===== config.mk =====
export PLATFORM = sky130hd
export DESIGN_NAME = crop_sequencer_flat
export DESIGN_NICKNAME = d
export VERILOG_FILES = /design/src/rtl/crop_sequencer_if.sv /design/src/rtl/crop_sequencer.sv /design/src/flat_wrapper.sv
export SDC_FILE = /design/constraint.sdc
export NUM_CORES = 1
export LEC_CHECK = 0
export BUFFER_PORTS_ARGS = -buffer_cell sky130_fd_sc_hd__buf_2
export CORE_MARGIN = 10
export CORE_UTILIZATION = 51
export DETAILED_ROUTE_END_ITERATION = 10
export PLACE_DENSITY = 0.94
export REMOVE_ABC_BUFFERS = 1
export SYNTH_ARGS = -nofsm -noshare
export SYNTH_HDL_FRONTEND = slang
export SYNTH_SLANG_ARGS = --single-unit

===== constraint.sdc =====
create_clock -name clk -period 3.2 [get_ports clk]
set_clock_uncertainty 0.1 [all_clocks]
set_input_delay 0.16 -clock clk [delete_from_list [all_inputs] [get_ports clk]]
set_output_delay 0.16 -clock clk [all_outputs]
set_load 0.005 [all_outputs]

===== src/rtl/crop_sequencer_if.sv =====
// Bus bundle between the crop sequencer and its environment: job request/status,
// the latched window, header/pixel sub-block handshakes and the shared memory write port.
interface crop_sequencer_if;
  logic        start;
  logic [10:0] xMin, xMax, yMin, yMax;
  logic        done, err;
  logic [10:0] cx0, cx1, cy0, cy1;

  logic        hdr_start, hdr_done;
  logic [23:0] hdr_addr;
  logic        hdr_wren;
  logic [15:0] hdr_wrdata;

  logic        pix_start, pix_done;
  logic [23:0] pix_addr;
  logic        pix_wren;
  logic [15:0] pix_wrdata;

  logic [23:0] addr;
  logic        wren;
  logic [15:0] wrdata;

  modport slave (
    input  start, xMin, xMax, yMin, yMax,
    input  hdr_done, hdr_addr, hdr_wren, hdr_wrdata,
    input  pix_done, pix_addr, pix_wren, pix_wrdata,
    output done, err, cx0, cx1, cy0, cy1,
    output hdr_start, pix_start, addr, wren, wrdata
  );

  modport master (
    output start, xMin, xMax, yMin, yMax,
    output hdr_done, hdr_addr, hdr_wren, hdr_wrdata,
    output pix_done, pix_addr, pix_wren, pix_wrdata,
    input  done, err, cx0, cx1, cy0, cy1,
    input  hdr_start, pix_start, addr, wren, wrdata
  );
endinterface


===== src/rtl/crop_sequencer.sv =====
// Crop job controller: validates/latches a window, runs header writer then pixel copier and
// muxes their write ports onto one memory port. Define CROP_CLAMP_EN to clamp oversize max bounds.
module crop_sequencer #(
  parameter int WIDTH    = 100,
  parameter int HEIGHT   = 100,
  parameter int PIX_BASE = 27,
  parameter int TIMEOUT  = 2**20
) (
  input logic             clk,
  input logic             rst_n,
  crop_sequencer_if.slave bus
);

  typedef enum logic [2:0] {
    S_IDLE, S_CHECK, S_HDR_GO, S_HDR_WAIT, S_PIX_GO, S_PIX_WAIT, S_DONE, S_ERROR
  } state_t;

  localparam logic [10:0] W_LIM    = 11'(WIDTH);
  localparam logic [10:0] W_MAX    = 11'(WIDTH - 1);
  localparam logic [10:0] H_LIM    = 11'(HEIGHT);
  localparam logic [10:0] H_MAX    = 11'(HEIGHT - 1);
  localparam logic [19:0] CNT_LAST = 20'(TIMEOUT - 1);
  localparam logic [23:0] BASE     = 24'(PIX_BASE);

  state_t      state, next_state;
  logic [19:0] cnt;
  logic [10:0] cx0_q, cx1_q, cy0_q, cy1_q;
  logic [10:0] x1_chk, y1_chk;
  logic        window_bad, accept, blanked;

  assign accept  = bus.start && (state == S_IDLE || state == S_DONE || state == S_ERROR);
  // First wait cycle still sees the previous job's done level, so it is ignored.
  assign blanked = (cnt == '0);

  assign bus.cx0 = cx0_q;
  assign bus.cx1 = cx1_q;
  assign bus.cy0 = cy0_q;
  assign bus.cy1 = cy1_q;

  always_comb begin
`ifdef CROP_CLAMP_EN
    x1_chk     = (cx1_q >= W_LIM) ? W_MAX : cx1_q;
    y1_chk     = (cy1_q >= H_LIM) ? H_MAX : cy1_q;
    window_bad = (cx0_q >= W_LIM) || (cy0_q >= H_LIM) ||
                 (cx0_q > x1_chk) || (cy0_q > y1_chk);
`else
    x1_chk     = cx1_q;
    y1_chk     = cy1_q;
    window_bad = (cx0_q > cx1_q) || (cy0_q > cy1_q) ||
                 (cx1_q >= W_LIM) || (cy1_q >= H_LIM);
`endif
  end

  // NOTE: sequential state uses non-blocking assignments so every flop samples pre-edge values.
  always_ff @(posedge clk or negedge rst_n) begin
    if (!rst_n) state <= S_IDLE;
    else        state <= next_state;
  end

  always_ff @(posedge clk or negedge rst_n) begin
    if (!rst_n) begin
      cnt   <= '0;
      cx0_q <= '0;
      cx1_q <= '0;
      cy0_q <= '0;
      cy1_q <= '0;
    end else begin
      if (accept) begin
        cx0_q <= bus.xMin;
        cx1_q <= bus.xMax;
        cy0_q <= bus.yMin;
        cy1_q <= bus.yMax;
      end else if (state == S_CHECK) begin
        cx1_q <= x1_chk;
        cy1_q <= y1_chk;
      end

      if (state == S_HDR_GO || state == S_PIX_GO)
        cnt <= '0;
      else if (state == S_HDR_WAIT || state == S_PIX_WAIT)
        cnt <= cnt + 1'b1;
    end
  end

  // NOTE: every combinational output gets a default first so no path can infer a latch.
  always_comb begin
    next_state = state;
    case (state)
      S_IDLE, S_DONE, S_ERROR: if (accept) next_state = S_CHECK;
      S_CHECK:                 next_state = window_bad ? S_ERROR : S_HDR_GO;
      S_HDR_GO:                next_state = S_HDR_WAIT;
      S_HDR_WAIT: begin
        if (!blanked && bus.hdr_done) next_state = S_PIX_GO;
        else if (cnt == CNT_LAST)     next_state = S_ERROR;
      end
      S_PIX_GO:                next_state = S_PIX_WAIT;
      S_PIX_WAIT: begin
        if (!blanked && bus.pix_done) next_state = S_DONE;
        else if (cnt == CNT_LAST)     next_state = S_ERROR;
      end
      default:                 next_state = S_IDLE;
    endcase
  end

  always_comb begin
    bus.done      = (state == S_DONE);
    bus.err       = (state == S_ERROR);
    bus.hdr_start = (state == S_HDR_GO);
    bus.pix_start = (state == S_PIX_GO);
    bus.addr      = '0;
    bus.wren      = 1'b0;
    bus.wrdata    = '0;
    case (state)
      S_HDR_WAIT: begin
        bus.addr   = bus.hdr_addr;
        bus.wren   = bus.hdr_wren;
        bus.wrdata = bus.hdr_wrdata;
      end
      S_PIX_WAIT: begin
        bus.addr   = bus.pix_addr + BASE;
        bus.wren   = bus.pix_wren;
        bus.wrdata = bus.pix_wrdata;
      end
      default: ;
    endcase
  end

endmodule


===== src/flat_wrapper.sv =====
// flat-port wrapper written by rule: the top's interface ports become plain ports
module crop_sequencer_flat 
#(
  parameter int WIDTH    = 100,
  parameter int HEIGHT   = 100,
  parameter int PIX_BASE = 27,
  parameter int TIMEOUT  = 2**20
)
  (clk, rst_n, bus_start, bus_xMin, bus_xMax, bus_yMin, bus_yMax, bus_hdr_done, bus_hdr_addr, bus_hdr_wren, bus_hdr_wrdata, bus_pix_done, bus_pix_addr, bus_pix_wren, bus_pix_wrdata, bus_done, bus_err, bus_cx0, bus_cx1, bus_cy0, bus_cy1, bus_hdr_start, bus_pix_start, bus_addr, bus_wren, bus_wrdata);
  crop_sequencer_if bus_i ();
  input logic clk;
  input logic rst_n;
  input wire logic [$bits(bus_i.start)-1:0] bus_start;
  input wire logic [$bits(bus_i.xMin)-1:0] bus_xMin;
  input wire logic [$bits(bus_i.xMax)-1:0] bus_xMax;
  input wire logic [$bits(bus_i.yMin)-1:0] bus_yMin;
  input wire logic [$bits(bus_i.yMax)-1:0] bus_yMax;
  input wire logic [$bits(bus_i.hdr_done)-1:0] bus_hdr_done;
  input wire logic [$bits(bus_i.hdr_addr)-1:0] bus_hdr_addr;
  input wire logic [$bits(bus_i.hdr_wren)-1:0] bus_hdr_wren;
  input wire logic [$bits(bus_i.hdr_wrdata)-1:0] bus_hdr_wrdata;
  input wire logic [$bits(bus_i.pix_done)-1:0] bus_pix_done;
  input wire logic [$bits(bus_i.pix_addr)-1:0] bus_pix_addr;
  input wire logic [$bits(bus_i.pix_wren)-1:0] bus_pix_wren;
  input wire logic [$bits(bus_i.pix_wrdata)-1:0] bus_pix_wrdata;
  output wire logic [$bits(bus_i.done)-1:0] bus_done;
  output wire logic [$bits(bus_i.err)-1:0] bus_err;
  output wire logic [$bits(bus_i.cx0)-1:0] bus_cx0;
  output wire logic [$bits(bus_i.cx1)-1:0] bus_cx1;
  output wire logic [$bits(bus_i.cy0)-1:0] bus_cy0;
  output wire logic [$bits(bus_i.cy1)-1:0] bus_cy1;
  output wire logic [$bits(bus_i.hdr_start)-1:0] bus_hdr_start;
  output wire logic [$bits(bus_i.pix_start)-1:0] bus_pix_start;
  output wire logic [$bits(bus_i.addr)-1:0] bus_addr;
  output wire logic [$bits(bus_i.wren)-1:0] bus_wren;
  output wire logic [$bits(bus_i.wrdata)-1:0] bus_wrdata;
  assign bus_i.start = bus_start;
  assign bus_i.xMin = bus_xMin;
  assign bus_i.xMax = bus_xMax;
  assign bus_i.yMin = bus_yMin;
  assign bus_i.yMax = bus_yMax;
  assign bus_i.hdr_done = bus_hdr_done;
  assign bus_i.hdr_addr = bus_hdr_addr;
  assign bus_i.hdr_wren = bus_hdr_wren;
  assign bus_i.hdr_wrdata = bus_hdr_wrdata;
  assign bus_i.pix_done = bus_pix_done;
  assign bus_i.pix_addr = bus_pix_addr;
  assign bus_i.pix_wren = bus_pix_wren;
  assign bus_i.pix_wrdata = bus_pix_wrdata;
  assign bus_done = bus_i.done;
  assign bus_err = bus_i.err;
  assign bus_cx0 = bus_i.cx0;
  assign bus_cx1 = bus_i.cx1;
  assign bus_cy0 = bus_i.cy0;
  assign bus_cy1 = bus_i.cy1;
  assign bus_hdr_start = bus_i.hdr_start;
  assign bus_pix_start = bus_i.pix_start;
  assign bus_addr = bus_i.addr;
  assign bus_wren = bus_i.wren;
  assign bus_wrdata = bus_i.wrdata;
  crop_sequencer #(.WIDTH(WIDTH), .HEIGHT(HEIGHT), .PIX_BASE(PIX_BASE), .TIMEOUT(TIMEOUT)) u_core (.clk(clk), .rst_n(rst_n), .bus(bus_i));
endmodule

# == After elaboration in Yosys (flattened, before gate mapping) ==
# Cells that the tools add are included.
# Widths: inputs -> output; s select.
# classes
add_sub_neg,2
magnitude_cmp,4
n_eq_ne,9
muxes,11
reduce_logical,15
# op_table
operator,count
$pmux 24 s2,1
$mux 20,2
$pmux 16 s2,1
$add 24x5->24 const B,1
$ge 11x7->1 const B,2
$gt 11x11->1,2
$add 20x1->20 const B,1
$eq 20x20->1 const B,1
$logic_not 20->1,1
$pmux 3 s6,1
$mux 3,5
$eq 3x3->1 const B,4
$logic_or 1x1->1,7
$eq 3x2->1 const B,2
$eq 3x1->1 const B,1
$logic_and 1x1->1,3
$logic_not 3->1,1
$reduce_or 3->1,1
$ne 2x1->1 const B,1
$pmux 1 s2,1
$reduce_bool 2->1,1
$logic_not 1->1,1
# word_totals
reg_bits,67
in_bits,131
out_inout_bits,89
elab_cells,47

# == Logic depth before layout (Yosys ltp) ==
# depth
depth_word,6
depth_mapped,8
ltp_nobuf,8

# == Worst setup path before layout ==
# Ideal clock, no wire load.
# synth_timing
path_type,flip-flop to flip-flop
start,"register u_core.cx1_q[10], in the netlist u_core.bus.cx1[10]"
end,register u_core.state[2]
setup_time_ps,131
arrival_ps,1770
t_required_ps,2969
setup_slack_ps,1199
stages_incl_launch_ff,9
period_less_slack_ps,2001
path_cell_list,dfrtp_1 > inv_1 > ha_1 > a21oi_1 > o21ai_0 > a2111o_1 > o211a_1 > nor3b_1 > nand2_1
# synth_via
elab_chain_len,6
# synth_lines
item,line_no,source
start: declaration,crop_sequencer.sv:27,"logic [10:0] cx0_q, cx1_q, cy0_q, cy1_q;"
start signal: assignment,crop_sequencer.sv:70,cx1_q <= bus.xMax;
start signal: assignment,crop_sequencer.sv:74,cx1_q <= x1_chk;
$gt 11x11->1,crop_sequencer.sv:49,window_bad = (cx0_q > cx1_q) || (cy0_q > cy1_q) ||
$logic_or 1x1->1,crop_sequencer.sv:49,
$logic_or 1x1->1 *,crop_sequencer.sv:49,
$logic_or 1x1->1 *,crop_sequencer.sv:50,(cx1_q >= W_LIM) || (cy1_q >= H_LIM);
$mux 3 *,crop_sequencer.sv:90,S_CHECK: next_state = window_bad ? S_ERROR : S_HDR_GO;
$pmux 3 s6 *,crop_sequencer.sv:88,case (state)
end signal: assignment,crop_sequencer.sv:57,else state <= next_state;
end: declaration,crop_sequencer.sv:25,"state_t state, next_state;"
# Every way passes the cells marked *; elsewhere a longest branch is shown, timed or not.
# A chain may end at the register's enable or synchronous reset.

# == Worst setup path in the final report ==
# layout_timing
start,register u_core.state[0]
end,output bus_addr[10]
# layout_via
elab_chain_len,2
# layout_lines
item,line_no,source
$eq 3x3->1 / $eq 3x2->1 (equally long branches),crop_sequencer.sv:113,case (state)
$pmux 24 s2 *,crop_sequencer.sv:113,
end: declaration,flat_wrapper.sv:34,output wire logic [$bits(bus_i.addr)-1:0] bus_addr;
# Marks and branches as above.

==> run summary <==
Largest net degree at the start of global routing -> 45
Crit path largest cell delay -> 0.71 ns
GR peak layer -> met2
Global-route wire length before repair -> 31700 um
CTS sink count -> 67
Top-count cell post-synth -> dfrtp_1
TNS Setup -> 0 ns
Grt met2 use -> 0.508
Syn_area_per_cell -> 9.97 um2
Worst vdd ir -> 716 uV
Worst Max-Slew Pin Slew -> 0.821 ns
Root buffer cell -> clkbuf_8
Gpl congestion -> 0.939
Minimum clock period after layout -> 2.74 ns
Yosys reg bits -> 67
Initial core utilization -> 0.529
Die area -> 13400 um2
1st-iter DRT viols -> 1001
Final nets -> 881
Hold path startpoint -> bus_hdr_done
Die span in y -> 116 um
Post-synth top area cell -> dfrtp_1
Kind of critical path -> reg2out
Sequential area share after synthesis -> 0.360
Antenna Nets Post-Route -> 0
Worst r2r dst -> u_core.state[2]
Hold EP -> u_core.state[1]
Via count -> 5389
Worst R2R Path Depth -> 8
Status -> finished clean
Overflow after GRT -> 0
Ys Warns -> 0
Routing usage on met1 -> 0.316
Max-Slew Margin vs Limit -> 0.451
First-pass DRT Iterations -> 7
# Post-CTS Setup Buffers -> 0
Syn Inst Count -> 467
Fin cells -> 838
RSZ-0062 raised after global routing -> false
Io pins -> 220
Leakage -> 3.39 nW
Post-synth top cells -> dfrtp_1 (67), nand2_1 (49), mux2_4 (40)
Pwr per Cell Area -> 913 nW/um2
DP HPWL -> 12800 um
Placed cells -> 777
Maxcap violations -> 0
Clock buffer depth -> 2
I/O Buffers -> 219
Startpoint types -> flip-flop
Fraction of registers with async set/reset -> 1.00
Yosys cell types -> 57
Hold-fix buffers at CTS -> 45
Finish-stage setup viols -> 0
Antenna violations before repair -> 0
Post-synth EDFFs -> 0
Reg clk slew, reported paths -> 0.08 ns
CP Capture Type -> primary output
Ranking of synthesized cells by area -> dfrtp_1 (36%), mux2_4 (13%), ha_1 (6.7%)
Std-Cell Rows -> 34
Max Freq -> 0.365 GHz
Die X -> 116 um
CTS tree -> yes
CTS Buf Count -> 9
Hold depth -> 4
Final period utilization -> 0.857
Hold WC Path Type -> in2reg
Avg WL per Cell -> 25.4 um
Total Routing Usage GR -> 0.307
Mean number of vias per cell -> 6.43
Post-Route WL -> 21300 um
CP arrival -> 2.48 ns
Hold Fails Final Rpt -> 0
Drt drc -> 0
P&R area growth vs syn -> 37.9%
Worst R2R Setup Slack -> 0.70 ns
Crit path required time -> 2.94 ns
Met3 Track Usage GR -> 0.103
Slew Limit Fails -> 0
Post_cts resized -> 0
Slowest CP cell -> dfrtp_1
Syn Std Cell Area -> 4660 um2
Finished Cell Area -> 6420 um2
Fraction of layout cells with a size suffix above 1 -> 0.403
Clk_lat worst skew -> 0.36 ns
CP cell instances -> nand3_1, o21ai_0, buf_2
Yosys top cell area share -> 0.360
Core ar. -> 8810 um2
CP max FO -> 25
Diode count -> 0
DP Area -> 5750 um2
Primary FF master, synth -> dfrtp_1
FF-to-FF Start -> u_core.bus.cx1[8]
CTS H-Tree Depth -> 3
Vias in the first global route -> 5626
cell usage in the layout (no fill, tap or decap), drive strengths merged, types with 6 or more instances in the layout:
cell type    instances
a21oi                8
a22o                22
and3                 6
buf                223
clkbuf              10
dfrtp               67
dlygate4sd3         45
ha                  25
inv                 32
mux2                44
nand2               51
nand3               20
nand4               13
nor2                33
nor3                 7
nor4                 7
o21ai               35
xnor2               13
xor2                24
worst max-delay path: cells and delay by family (launching register included):
kind,cells,cell delay [ns]
compound gates,1,0.51
buf+inv,1,0.19
flops,1,0.71
simple gates,1,0.71
sequential cells by signal, summed over array words and instances (netlist names):
register	cells
u_core.cnt	20
u_core.bus.cx0	11
u_core.bus.cx1	11
u_core.bus.cy0	11
u_core.bus.cy1	11
u_core.state	3
worst max path at each step:
stage	startpoint	end	slack (ns)	depth (start not counted)
6_report	u_core.state[0]	bus_addr[10]	0.46	3
5_1_grt	u_core.state[0]	bus_addr[17]	0.40	5
4_1_cts	u_core.state[0]	bus_addr[0]	0.63	3
3_5_place_dp	u_core.bus.cx1[10]	u_core.state[2]	1.01	8
3_3_place_gp	u_core.bus.cy1[7]	u_core.state[0]	1.08	8
2_1_floorplan	u_core.state[0]	u_core.state[2]	1.04	6
power by group:
part / internal [mW] / switching (mW) / leakage, nW / total [mW]
Sequential: 1.19 / 0.546 / 0.822 / 1.74
Combinational: 1.58 / 1.74 / 2.47 / 3.32
Clock: 0.440 / 0.372 / 0.106 / 0.813
layer usage:
layer,up-vias,routed length (um)
li1,2169,-
met1,2446,6690
met2,596,10100
met3,178,2850
met4,0,1660
met5,-,0
logic make-up after synthesis:
| family | Yosys count | synth area share |
|---|---|---|
| AO/OA/AOI/OAI | 82 | 0.120 |
| XOR/XNOR | 37 | 0.0712 |
| adder cells (fa/ha/maj) | 25 | 0.0672 |
| buffers and inverters | 53 | 0.0610 |
| flip-flops | 67 | 0.360 |
| multiplexers | 45 | 0.141 |
| AND/OR/NAND/NOR | 158 | 0.180 |
per-stage QoR:
stage	hold WS [ns]	utilization	setup WS, ns	total power [mW]
6_report	0.213	0.729	0.458	5.87
5_1_grt	0.230	0.729	0.405	6.08
4_1_cts	0.0840	0.729	0.632	5.47
3_5_place_dp	0.120	0.653	1.01	4.53
3_3_place_gp	0.0936	0.653	1.08	4.30
2_1_floorplan	-0.236	-	1.04	3.30
cell type report:
cell class | instances | area [um2]
clock buffer | 10 | 128
clock inverter | 6 | 90.1
fill | 494 | 2380
inverter | 32 | 120
multi-input combinational | 347 | 2700
sequential | 67 | 1680
tap | 108 | 135
timing repair buffer | 268 | 1580
No activity file was read; power rests on OpenSTA's default activity.
